File: config.mk
export PLATFORM = sky130hd
export DESIGN_NAME = tri_bus_arbiter_flat
export DESIGN_NICKNAME = d
export VERILOG_FILES = /design/src/rtl/tri_bus_arbiter_if.sv /design/src/rtl/tri_bus_arbiter.sv /design/src/flat_wrapper.sv
export SDC_FILE = /design/constraint.sdc
export NUM_CORES = 1
export LEC_CHECK = 0
export ABC_AREA = 1
export CAP_MARGIN = 20
export CORE_MARGIN = 3
export CORE_UTILIZATION = 45
export DETAILED_ROUTE_END_ITERATION = 6
export DONT_BUFFER_PORTS = 1
export SYNTH_ARGS = -nofsm -noshare
export SYNTH_HDL_FRONTEND = slang
export SYNTH_SLANG_ARGS = --single-unit
export TNS_END_PERCENT = 50
File: constraint.sdc
create_clock -name clk -period 1.53 [get_ports clk]
set_clock_uncertainty 0.05 [all_clocks]
set_input_delay 0 -clock clk [delete_from_list [all_inputs] [get_ports clk]]
set_output_delay 0 -clock clk [all_outputs]
set_load 0.005 [all_outputs]
File: src/rtl/tri_bus_arbiter_if.sv
// Bundles the request/enable signals between bus masters and the tri-state arbiter.
// Latency: none, wires only.
// Backpressure: req is held by a master until it no longer wants the bus.
interface tri_bus_arbiter_if #(
    parameter int NUM_MASTERS = 3,
    parameter int IDW         = (NUM_MASTERS > 1) ? $clog2(NUM_MASTERS) : 1
);
    logic [NUM_MASTERS-1:0] req;
    logic [NUM_MASTERS-1:0] en;
    logic                   grant_valid;
    logic [IDW-1:0]         grant_id;
    logic                   preempt;

    // Requesters drive req and observe the grant.
    modport master (
        output req,
        input  en,
        input  grant_valid,
        input  grant_id,
        input  preempt
    );

    // The arbiter observes req and owns the enables.
    modport slave (
        input  req,
        output en,
        output grant_valid,
        output grant_id,
        output preempt
    );
endinterface

File: src/rtl/tri_bus_arbiter.sv
// Round-robin owner of the tri-state enables of a shared inout bus, with turnaround gaps.
// Latency: req sampled at an edge drives en high from that same edge (one registered stage).
// Backpressure: tenure bounded to MAX_HOLD cycles only while another master is waiting.
module tri_bus_arbiter #(
    parameter int NUM_MASTERS = 3,
    parameter int MAX_HOLD    = 8,
    parameter int TURNAROUND  = 1
) (
    input  logic                clk,
    input  logic                rst,
    tri_bus_arbiter_if.slave    bus
);
    localparam int IDW = (NUM_MASTERS > 1) ? $clog2(NUM_MASTERS) : 1;
    localparam int HW  = $clog2(MAX_HOLD + 1);
    localparam int TW  = $clog2(TURNAROUND + 1);

    localparam logic [HW-1:0]  HOLD_MAX  = HW'(MAX_HOLD);
    localparam logic [TW-1:0]  TURN_MAX  = TW'(TURNAROUND);
    localparam logic [IDW-1:0] LAST_INIT = IDW'(NUM_MASTERS - 1);

    typedef enum logic [1:0] {
        IDLE,
        GRANT,
        TURN
    } state_t;

    state_t                 state_q, state_d;
    logic [HW-1:0]          hold_q, hold_d;
    logic [TW-1:0]          turn_q, turn_d;
    logic [IDW-1:0]         last_q, last_d;
    logic [NUM_MASTERS-1:0] en_q, en_d;
    logic                   gv_q, gv_d;
    logic [IDW-1:0]         id_q, id_d;
    logic                   pre_q, pre_d;

    logic [IDW-1:0]         pick;
    logic                   any_req;
    logic                   owner_req;
    logic                   others_req;
    logic                   rel_drop;
    logic                   rel_hold;
    logic                   do_arb;

    // First requester found scanning upward from the one after the previous owner,
    // so the previous owner is always considered last.
    function automatic logic [IDW-1:0] rr_pick(
        input logic [NUM_MASTERS-1:0] r,
        input logic [IDW-1:0]         l
    );
        logic [IDW-1:0] w;
        logic [IDW-1:0] idx;
        logic           found;
        w     = '0;
        found = 1'b0;
        for (int i = 1; i <= NUM_MASTERS; i++) begin
            idx = IDW'((int'(l) + i) % NUM_MASTERS);
            if (!found && r[idx]) begin
                w     = idx;
                found = 1'b1;
            end
        end
        return w;
    endfunction

    assign pick       = rr_pick(bus.req, last_q);
    assign any_req    = |bus.req;
    // en_q is one-hot on the owner while in GRANT, so it doubles as the owner mask.
    assign owner_req  = |(bus.req & en_q);
    assign others_req = |(bus.req & ~en_q);
    assign rel_drop   = !owner_req;
    assign rel_hold   = (hold_q == HOLD_MAX) && others_req;

    // Next-state and registered-output values; arbitration shared by IDLE and end of TURN.
    always_comb begin
        state_d = state_q;
        hold_d  = hold_q;
        turn_d  = turn_q;
        last_d  = last_q;
        en_d    = en_q;
        gv_d    = gv_q;
        id_d    = id_q;
        pre_d   = 1'b0;
        do_arb  = 1'b0;

        case (state_q)
            IDLE: begin
                do_arb = 1'b1;
            end
            GRANT: begin
                if (rel_drop || rel_hold) begin
                    // Release always goes through TURN, even if someone is already waiting.
                    en_d    = '0;
                    gv_d    = 1'b0;
                    id_d    = '0;
                    hold_d  = '0;
                    turn_d  = TW'(1);
                    pre_d   = rel_hold;
                    state_d = TURN;
                end else if (hold_q != HOLD_MAX) begin
                    hold_d = hold_q + HW'(1);
                end
            end
            TURN: begin
                if (turn_q == TURN_MAX) begin
                    do_arb = 1'b1;
                end else begin
                    turn_d = turn_q + TW'(1);
                end
            end
            default: begin
                en_d    = '0;
                gv_d    = 1'b0;
                id_d    = '0;
                state_d = IDLE;
            end
        endcase

        if (do_arb) begin
            if (any_req) begin
                en_d    = NUM_MASTERS'(1) << pick;
                gv_d    = 1'b1;
                id_d    = pick;
                last_d  = pick;
                hold_d  = HW'(1);
                turn_d  = '0;
                state_d = GRANT;
            end else begin
                turn_d  = '0;
                state_d = IDLE;
            end
        end
    end

    // State and output registers; reset drops the enables immediately with no turnaround.
    always_ff @(posedge clk) begin
        if (rst) begin
            state_q <= IDLE;
            hold_q  <= '0;
            turn_q  <= '0;
            last_q  <= LAST_INIT;
            en_q    <= '0;
            gv_q    <= 1'b0;
            id_q    <= '0;
            pre_q   <= 1'b0;
        end else begin
            state_q <= state_d;
            hold_q  <= hold_d;
            turn_q  <= turn_d;
            last_q  <= last_d;
            en_q    <= en_d;
            gv_q    <= gv_d;
            id_q    <= id_d;
            pre_q   <= pre_d;
        end
    end

    assign bus.en          = en_q;
    assign bus.grant_valid = gv_q;
    assign bus.grant_id    = id_q;
    assign bus.preempt     = pre_q;
endmodule

File: src/flat_wrapper.sv
// flat-port wrapper written by rule: the top's interface ports become plain ports
module tri_bus_arbiter_flat 
#(
    parameter int NUM_MASTERS = 3,
    parameter int MAX_HOLD    = 8,
    parameter int TURNAROUND  = 1
)
  (clk, rst, bus_req, bus_en, bus_grant_valid, bus_grant_id, bus_preempt);
  tri_bus_arbiter_if #(.NUM_MASTERS(NUM_MASTERS)) bus_i ();
  input  logic clk;
  input  logic rst;
  input wire logic [$bits(bus_i.req)-1:0] bus_req;
  output wire logic [$bits(bus_i.en)-1:0] bus_en;
  output wire logic [$bits(bus_i.grant_valid)-1:0] bus_grant_valid;
  output wire logic [$bits(bus_i.grant_id)-1:0] bus_grant_id;
  output wire logic [$bits(bus_i.preempt)-1:0] bus_preempt;
  assign bus_i.req = bus_req;
  assign bus_en = bus_i.en;
  assign bus_grant_valid = bus_i.grant_valid;
  assign bus_grant_id = bus_i.grant_id;
  assign bus_preempt = bus_i.preempt;
  tri_bus_arbiter #(.NUM_MASTERS(NUM_MASTERS), .MAX_HOLD(MAX_HOLD), .TURNAROUND(TURNAROUND)) u_core (.clk(clk), .rst(rst), .bus(bus_i));
endmodule
# Yosys cells after proc, flatten, opt, wreduce, memory -nomap -nowiden
# Cells that the tools add are included.
[word_totals]
reg_bits = 16
latch_bits = 0
mem_bits_rw = 0
mem_bits_ro = 0
wordCells = 87
memories = 0
[classes]
n_addsub = 5
mul = 0
n_div = 3
order_cmp = 3
n_eq_ne = 7
shifts = 1
mux = 37
bitwise = 5
reduce_logical = 18
[op_table]
columns = ["cell", "count"]
rows = [
  ["remainder unit 32 x 3 -> 32 bit (second input constant)", 3],
  ["2-to-1 mux 4 bit", 5],
  ["2-to-1 mux 2 bit", 8],
  ["2-to-1 mux 1 bit", 12],
  ["OR reduction 3 bit", 4],
  ["< comparator 2 x 3 -> 1 bit (second input constant)", 3],
  ["2-to-1 mux 3 bit", 3],
  ["one-hot mux 2 bit (2 select lines)", 2],
  ["adder 2 x 2 -> 3 bit (second input constant)", 2],
  ["AND 3 bit", 2],
  ["binary-select mux 1 bit (select 2 bit)", 3],
  ["one-hot mux 1 bit (2 select lines)", 3],
  ["one-hot mux 3 bit (2 select lines)", 1],
  ["AND reduction 2 bit", 3],
  ["adder 4 x 1 -> 4 bit (second input constant)", 1],
  ["equality test 4 bit (second input constant)", 1],
  ["inequality test 2 x 1 -> 1 bit (second input constant)", 2],
  ["inequality test 4 bit (second input constant)", 1],
  ["OR reduction 2 bit", 2],
  ["adder 2 x 1 -> 3 bit (second input constant)", 1],
  ["logical AND 1 bit", 3],
  ["logical NOT 1 bit", 3],
  ["inequality test 3 x 1 -> 1 bit (second input constant)", 1],
  ["NOT 3 bit", 1],
  ["8 further kinds", 9],
]

# Depth between registers and ports, before layout
# Gate-level depths: netlist of run 1.
[logic_depth]
word_depth = 14
mapped_depth = 11

# Worst setup path before layout of run 1
# Ideal clock, no wire load.
[synth_timing]
path_kind = "register to register"
from = "register u_core.last_q[0]"
to = "register u_core.last_q[0]"
setup_ns = 0.067
arrival_ns = 1.490
slack_ns = -0.077
stages_incl_launch_ff = 12
path_buffers = 0
synth_period_minus_slack_ns = 1.607
path_cell_list = "dfxtp_1 -> inv_1 -> ha_1 -> inv_2 -> nand2_2 -> nand3_2 -> nand2_2 -> nand3_2 -> nor2_2 -> nor2_1 -> or2_4 -> o21ai_2"
[synth_via]
elab_chain_len = 11
word_cells_on_any_way = 21
[synth_rtl]
columns = ["element", "line", "source"]
rows = [
  ["from (decl)", "tri_bus_arbiter.sv:30", "logic [IDW-1:0] last_q, last_d;"],
  ["from (signal assigned)", "tri_bus_arbiter.sv:149", "last_q <= last_d;"],
  ["adder 2 x 1 -> 3 bit", "tri_bus_arbiter.sv:56", "idx = IDW'((int'(l) + i) % NUM_MASTERS);"],
  ["remainder unit 32 x 3 -> 32 bit", "tri_bus_arbiter.sv:56", ""],
  ["binary-select mux 1 bit (select 2 bit)", "tri_bus_arbiter.sv:57", "if (!found && r[idx]) begin"],
  ["2-to-1 mux 1 bit (not written as such)", "tri_bus_arbiter.sv:57", ""],
  ["2-to-1 mux 1 bit", "tri_bus_arbiter.sv:57", ""],
  ["logical NOT 1 bit", "tri_bus_arbiter.sv:57", ""],
  ["logical AND 1 bit", "tri_bus_arbiter.sv:57", ""],
  ["2-to-1 mux 1 bit", "tri_bus_arbiter.sv:57", ""],
  ["logical NOT 1 bit", "tri_bus_arbiter.sv:57", ""],
  ["logical AND 1 bit", "tri_bus_arbiter.sv:57", ""],
  ["2-to-1 mux 2 bit *", "tri_bus_arbiter.sv:57", ""],
]
# Mark *: on every way between the ends. The rest lies on a longest branch, timed or not. The select of a mux whose other input is x is not followed.
# A chain may end at the register's enable or synchronous reset.

# Worst setup path after layout of run 1
# Same ends and word-level chain as after synthesis.

==> results of run 1 <==
worst max path at each step:
stage                     slack [ps]  cells after the start                          start                            end
after detailed placement         -30                     11  u_core.last_q[0]$_SDFFE_PP0P_  u_core.last_q[0]$_SDFFE_PP0P_
after global placement           -40                     10  u_core.last_q[1]$_SDFFE_PP1P_  u_core.last_q[0]$_SDFFE_PP0P_
after CTS                        -20                     11  u_core.last_q[0]$_SDFFE_PP0P_  u_core.last_q[0]$_SDFFE_PP0P_
after global routing            -130                     10  u_core.last_q[0]$_SDFFE_PP0P_  u_core.last_q[0]$_SDFFE_PP0P_
after floorplan                    4                     11  u_core.last_q[0]$_SDFFE_PP0P_  u_core.last_q[0]$_SDFFE_PP0P_
final                            -30                     11  u_core.last_q[0]$_SDFFE_PP0P_  u_core.last_q[0]$_SDFFE_PP0P_
per-stage QoR:
stage / setup slack (ps) / std cells / cell area, µm² / util, %
after detailed placement: -29.1 / 164 / 1010 / 55.7
after global routing: -128 / 173 / 1130 / 62.0
after global placement: -43.7 / 164 / 1010 / 55.7
after floorplan: 3.85 / 132 / 927 / -
after CTS: -17.4 / 171 / 1080 / 59.5
final: -29.8 / 173 / 1130 / 62.0
synthesized netlist by cell type (all sizes together):
cell type / count / area [µm²]
xnor2: 1 / 8.76
xor2: 2 / 17.5
a21oi: 7 / 35.0
a32oi: 1 / 8.76
nor3: 1 / 5.00
o21ai: 3 / 18.8
and3: 1 / 6.26
inv: 21 / 78.8
dfxtp: 16 / 320
a211oi: 1 / 7.51
nor2: 9 / 38.8
ha: 5 / 62.6
or2: 1 / 8.76
clkbuf: 1 / 3.75
o211ai: 1 / 7.51
nand3: 22 / 120
nand2: 34 / 135
nand4: 5 / 31.3
layout by cell type (no fill, tap or decap), types with 2 or more instances in the layout:
master / n
a21oi_1: 5
nand2_1: 28
inv_1: 17
nand3_1: 19
nand4_1: 5
nand2_2: 6
nor2_1: 6
clkbuf_4: 3
buf_4: 12
o21ai_1: 2
dfxtp_1: 14
ha_1: 4
a21oi_2: 2
inv_2: 3
dfxtp_2: 2
xor2_1: 2
nand3_2: 3
nor2_2: 2
per-layer routing:
layer | global-route usage (%) | up-vias | routed length, µm
li1 | - | 463 | -
met1 | 22.7 | 398 | 945
met2 | 27.0 | 22 | 939
met3 | 5.83 | 2 | 112
met4 | 4.04 | 0 | 13
met5 | 0 | - | 0
flip-flops by register name, summed over array words and instances, names as in the netlist:
signal                  count
u_core.hold_q               4
u_core.bus.en               3
u_core.bus.grant_id         2
u_core.last_q               2
u_core.state_q              2
u_core.bus.grant_valid      1
u_core.bus.preempt          1
u_core.turn_q               1
layout make-up:
type                    count  area (µm²)
fillers                   167         692
multi-input cells          94         557
flip-flops and latches     16         323
repair buffers             13         100
inverters                  21        81.3
clock buffers               4        36.3
well taps                  25        31.3
timing repair:
action / CTS / global route
hold endpoints to repair: 16 / 0
pin swaps: 2 / 4
endpoints found under the setup margin: 4 / 10
gates resized for setup: 7 / 8
hold buffers: 1 / 0
buffers inserted: 2 / 2
critical path: stages, from the launching register on:
cell and delay (ps):
dfxtp_2 340, inv_2 50, ha_4 300, inv_4 50
nand2_2 50, nand3_2 60, nand2_2 100, nand3_2 80
nor2_2 90, nor2_2 50, or2_4 240, o21ai_2 50
power by group:
group / leakage, nW / switching (W) / internal (W)
sequential: 0.132 / 0.000118 / 0.000555
combinational: 0.387 / 0.000778 / 0.000597
clock: 0.0210 / 0.000128 / 0.000145
total: 0.540 / 0.00102 / 0.00130
kinds of logic (layout without fill, tap and decap cells):
group | Yosys count | after routing | synth area share, %
and+or+nand+nor | 73 | 73 | 37.8
adders and majority gates | 5 | 5 | 6.84
buffers and inverters | 22 | 38 | 9.03
AOI/OAI and AO/OA | 13 | 13 | 8.48
xor gates and xnor gates | 3 | 3 | 2.87
DFF | 16 | 16 | 35.0
==> flow_metrics.py, run 1 <==
metrics = {
    "cells_and_area": {
        "drive_gt1_share_pct": 27.0,
        "nets": 159,
        "area_growth_pct": 23.4,
        "n_antenna_cell": 0,
    },
    "clocking": {
        "cts_buffers": 3,
        "htreeDepth": 1,
        "clk_pin_slew_ps": 90,
        "clk_latency_ps": 280,
        "cts.sinks": 16,
        "clk_path_buf_depth": 2,
        "clock-root-buffer": "clkbuf_4",
        "cts_tree": "done",
    },
    "logic_synthesis": {
        "ys_seq_elements": 16,
        "syn_avg_cell_area_um2": 6.93,
        "seq_area_frac_synth_pct": 35.0,
        "ys_warn_count": 0,
        "syn-cell-area_um2": 915,
        "syn-num-nets": 142,
        "netlist_instances": 132,
        "synth.distinct_cells": 23,
    },
    "drt": {
        "drt-initial-drc-count": 29,
        "antenna_left": 0,
        "wl_per_cell_um": 11.6,
        "dr.pass1.iters": 4,
        "num_vias": 885,
        "drc": 0,
        "routed_wl_um": 2010,
        "vias_per_cell": 5.12,
    },
    "global_routing": {
        "grt_pass1_wl_um": 3440,
        "grt_pass1_vias": 802,
        "grt_max_degree": 10,
        "grt_use_total_pct": 17.2,
        "grt_overflow": 0,
        "antenna_found_initial": 0,
    },
    "worst_setup_path": {
        "worstReg2RegStart": "u_core.last_q[0]$_SDFFE_PP0P_",
        "reg2reg_depth": 11,
        "crit_path_end_kind": "flip-flop",
        "required_ps": 1700,
        "crit_path_start_kind": "flip-flop",
        "crit_fanout": 6,
        "worstSetupPathType": "flip-flop to flip-flop",
        "worst-r2r-setup-slack_ps": -30,
        "timing.rr.end": "u_core.last_q[0]$_SDFFE_PP0P_",
        "cp.arrival_ps": 1730,
    },
    "worst_hold_path": {
        "holdPathEnd": "u_core.bus.en[2]$_SDFF_PP0_",
        "min_from": "bus_req[2]",
        "hold_path_depth": 4,
        "min_path_type": "primary input to flip-flop",
    },
    "floorplan": {
        "die_w_um": 51.1,
        "dieHeight_um": 51.1,
        "rows": 15,
        "die_area_um2": 2610,
        "coreArea_um2": 1820,
        "ios": 12,
        "start_util_pct": 50.2,
    },
    "sta": {
        "finalSetupViolations": 3,
        "finalCritPeriodShare_pct": 102,
        "fmax_mhz": 641,
        "period_needed_ps": 1560,
        "timing.hold.ws_ps": 20.7,
        "rsz0062_at_grt": "yes",
        "max_slew_margin_pct": 73.8,
        "worstMarginPinSlew_ps": 391,
        "slew_viol_final": 0,
        "fin_ws_ps": -29.8,
        "totalNegativeSetupSlack_ps": -77.8,
        "finalHoldViolCount": 0,
    },
    "power": {
        "leakagePower_nw": 0.540,
        "irDropWorstVdd_v": 0.00145,
        "total_power_w": 0.00232,
        "p_per_area_nw_per_um2": 2060,
    },
    "placed_design": {
        "hpwl_um": 1530,
        "port_buffers": 0,
        "routabilityCongestion": 0.884,
    },
    "job": {
        "drv_cap": 0,
    },
    "outcome": {
        "violations": "negative setup slack",
        "status": "finished, violations left",
    },
}
(Power assumes the default switching activity.)
==> inputs of run 2 (changes only) <==
Clock period 1.53 ns to 1.7 ns, I/O delays scaled along.
==> flow_metrics.py, run 2 (synthesis gave the netlist of run 1 again) <==
metrics = {
    "sta": {
        "slew_viol_final": 0,
        "totalNegativeSetupSlack_ps": 0,
        "max_slew_margin_pct": 78.0,
        "finalCritPeriodShare_pct": 93.2,
        "period_needed_ps": 1580,
        "finalSetupViolations": 0,
        "fmax_mhz": 631,
        "worstMarginPinSlew_ps": 329,
        "finalHoldViolCount": 0,
        "timing.hold.ws_ps": 2.38,
    },
    "clocking": {
        "cts_tree": "done",
        "htreeDepth": 1,
        "clk_path_buf_depth": 2,
        "cts_buffers": 3,
        "postCtsSetupRepairBufs": 0,
        "cts.sinks": 16,
        "clk_pin_slew_ps": 90,
        "clk_latency_ps": 290,
        "clock-root-buffer": "clkbuf_4",
    },
    "floorplan": {
        "rows": 15,
        "coreArea_um2": 1820,
        "dieHeight_um": 51.1,
        "ios": 12,
        "start_util_pct": 50.2,
        "die_w_um": 51.1,
        "die_area_um2": 2610,
    },
    "global_routing": {
        "grt_overflow": 0,
        "grt_max_degree": 10,
        "grt_use_total_pct": 18.0,
        "grt_pass1_vias": 790,
        "antenna_found_initial": 0,
        "grt_pass1_wl_um": 3480,
    },
    "power": {
        "combPwrFrac_pct": 56.7,
        "clock_power_share_pct": 10.6,
        "p_sw_w": 0.000887,
        "p_per_area_nw_per_um2": 1810,
        "p_seq_share_pct": 32.7,
        "swShare_pct": 47.0,
        "internal_power_w": 0.00100,
        "irDropWorstVdd_v": 0.00108,
        "total_power_w": 0.00189,
        "leakagePower_nw": 0.481,
    },
    "cells_and_area": {
        "drive_gt1_share_pct": 17.4,
        "regMostFlops": "u_core.hold_q",
        "area_growth_pct": 14.0,
        "nets": 150,
        "final_common_cell": "nand2_1",
        "n_antenna_cell": 0,
        "stdcell_count": 163,
        "final_cell_mix": "30 x nand2_1, 20 x nand3_1, 18 x inv_1",
        "largest_reg_flops": 4,
        "post-route-util_pct": 57.3,
    },
    "placed_design": {
        "routabilityCongestion": 0.824,
        "port_buffers": 0,
        "hpwl_um": 1540,
        "dp_cells": 158,
    },
    "drt": {
        "num_vias": 871,
        "routed_wl_um": 2030,
        "drt-initial-drc-count": 19,
        "wl_per_cell_um": 12.4,
        "vias_per_cell": 5.34,
        "drc": 0,
        "dr.pass1.iters": 4,
        "antenna_left": 0,
    },
    "worst_setup_path": {
        "worstSetupPathType": "flip-flop to flip-flop",
        "required_ps": 1880,
        "crit_path_start_kind": "flip-flop",
        "cp.arrival_ps": 1760,
        "crit_path_end_kind": "flip-flop",
        "crit_fanout": 7,
    },
    "outcome": {
        "status": "complete, no violations",
    },
    "worst_hold_path": {
        "min_path_type": "primary input to flip-flop",
    },
    "job": {
        "drv_cap": 0,
    },
}
run 2: cell types whose count changed in the layout (fill, tap and decap cells not counted), moves of 2 or more:
cell     delta
nand2_1     +2
buf_4      -10
a21oi_2     -2
ha_1        -2
nand2_2     -3
a21oi_1     +2
run 2: stage by stage:
step,worst slack [ps],area (µm²)
after global routing,-4.18,1040
after floorplan,92.7,915
after global placement,42.6,957
final,116,1040
after detailed placement,-1.99,957
after CTS,30.5,1000
run 2: area by class of cell:
| class | count | area [µm²] |
|---|---|---|
| clock buffer | 3 | 22.5 |
| fill | 177 | 778 |
| inverter | 21 | 81.3 |
| multi-input combinational | 94 | 549 |
| sequential | 16 | 323 |
| tap | 25 | 31.3 |
| timing repair buffer | 4 | 35.0 |
run 2: worst paths after layout:
path	startpoint	to	slack [ps]	cells past startpoint
max	u_core.last_q[0]$_SDFFE_PP0P_	u_core.last_q[0]$_SDFFE_PP0P_	120	11
min	bus_req[2]	u_core.bus.preempt$_SDFF_PP0_	2	4
min reg2reg	u_core.bus.grant_valid$_SDFF_PP0_	u_core.bus.grant_valid$_SDFF_PP0_	450	2
max reg2reg	u_core.last_q[0]$_SDFFE_PP0P_	u_core.last_q[0]$_SDFFE_PP0P_	120	11
run 2: power by group through the flow:
stage / clock [W] / combinational, W / sequential, W
2_1_floorplan: 0 / 0.000737 / 0.000586
3_3_place_gp: 0 / 0.000913 / 0.000608
3_5_place_dp: 0 / 0.000925 / 0.000611
4_1_cts: 0.000203 / 0.000948 / 0.000604
5_1_grt: 0.000224 / 0.00121 / 0.000635
6_report: 0.000201 / 0.00107 / 0.000618
run 2: routing by layer:
metal,global-route usage [%],wire [µm]
met2,25.5,909
met5,0,0
met4,7.17,21
met3,7.29,178
met1,24.1,919
run 2: what timing repair did:
item | CTS | global route
setup endpoints to repair | 3 | 6
endpoints found under the hold margin | 16 | 0
resized for setup | 1 | 12
pin swaps | 0 | 3
hold buffers | 2 | 0
run 2: critical path, stage by stage, from the launching register on:
cell     delay (ps)
dfxtp_2         340
inv_2            50
ha_4            310
inv_4            60
nand2_4          50
nand3_2          50
nand2_2          90
nand3_2          70
nor2_2          120
nor2_2           50
or2_4           240
o21ai_2          50
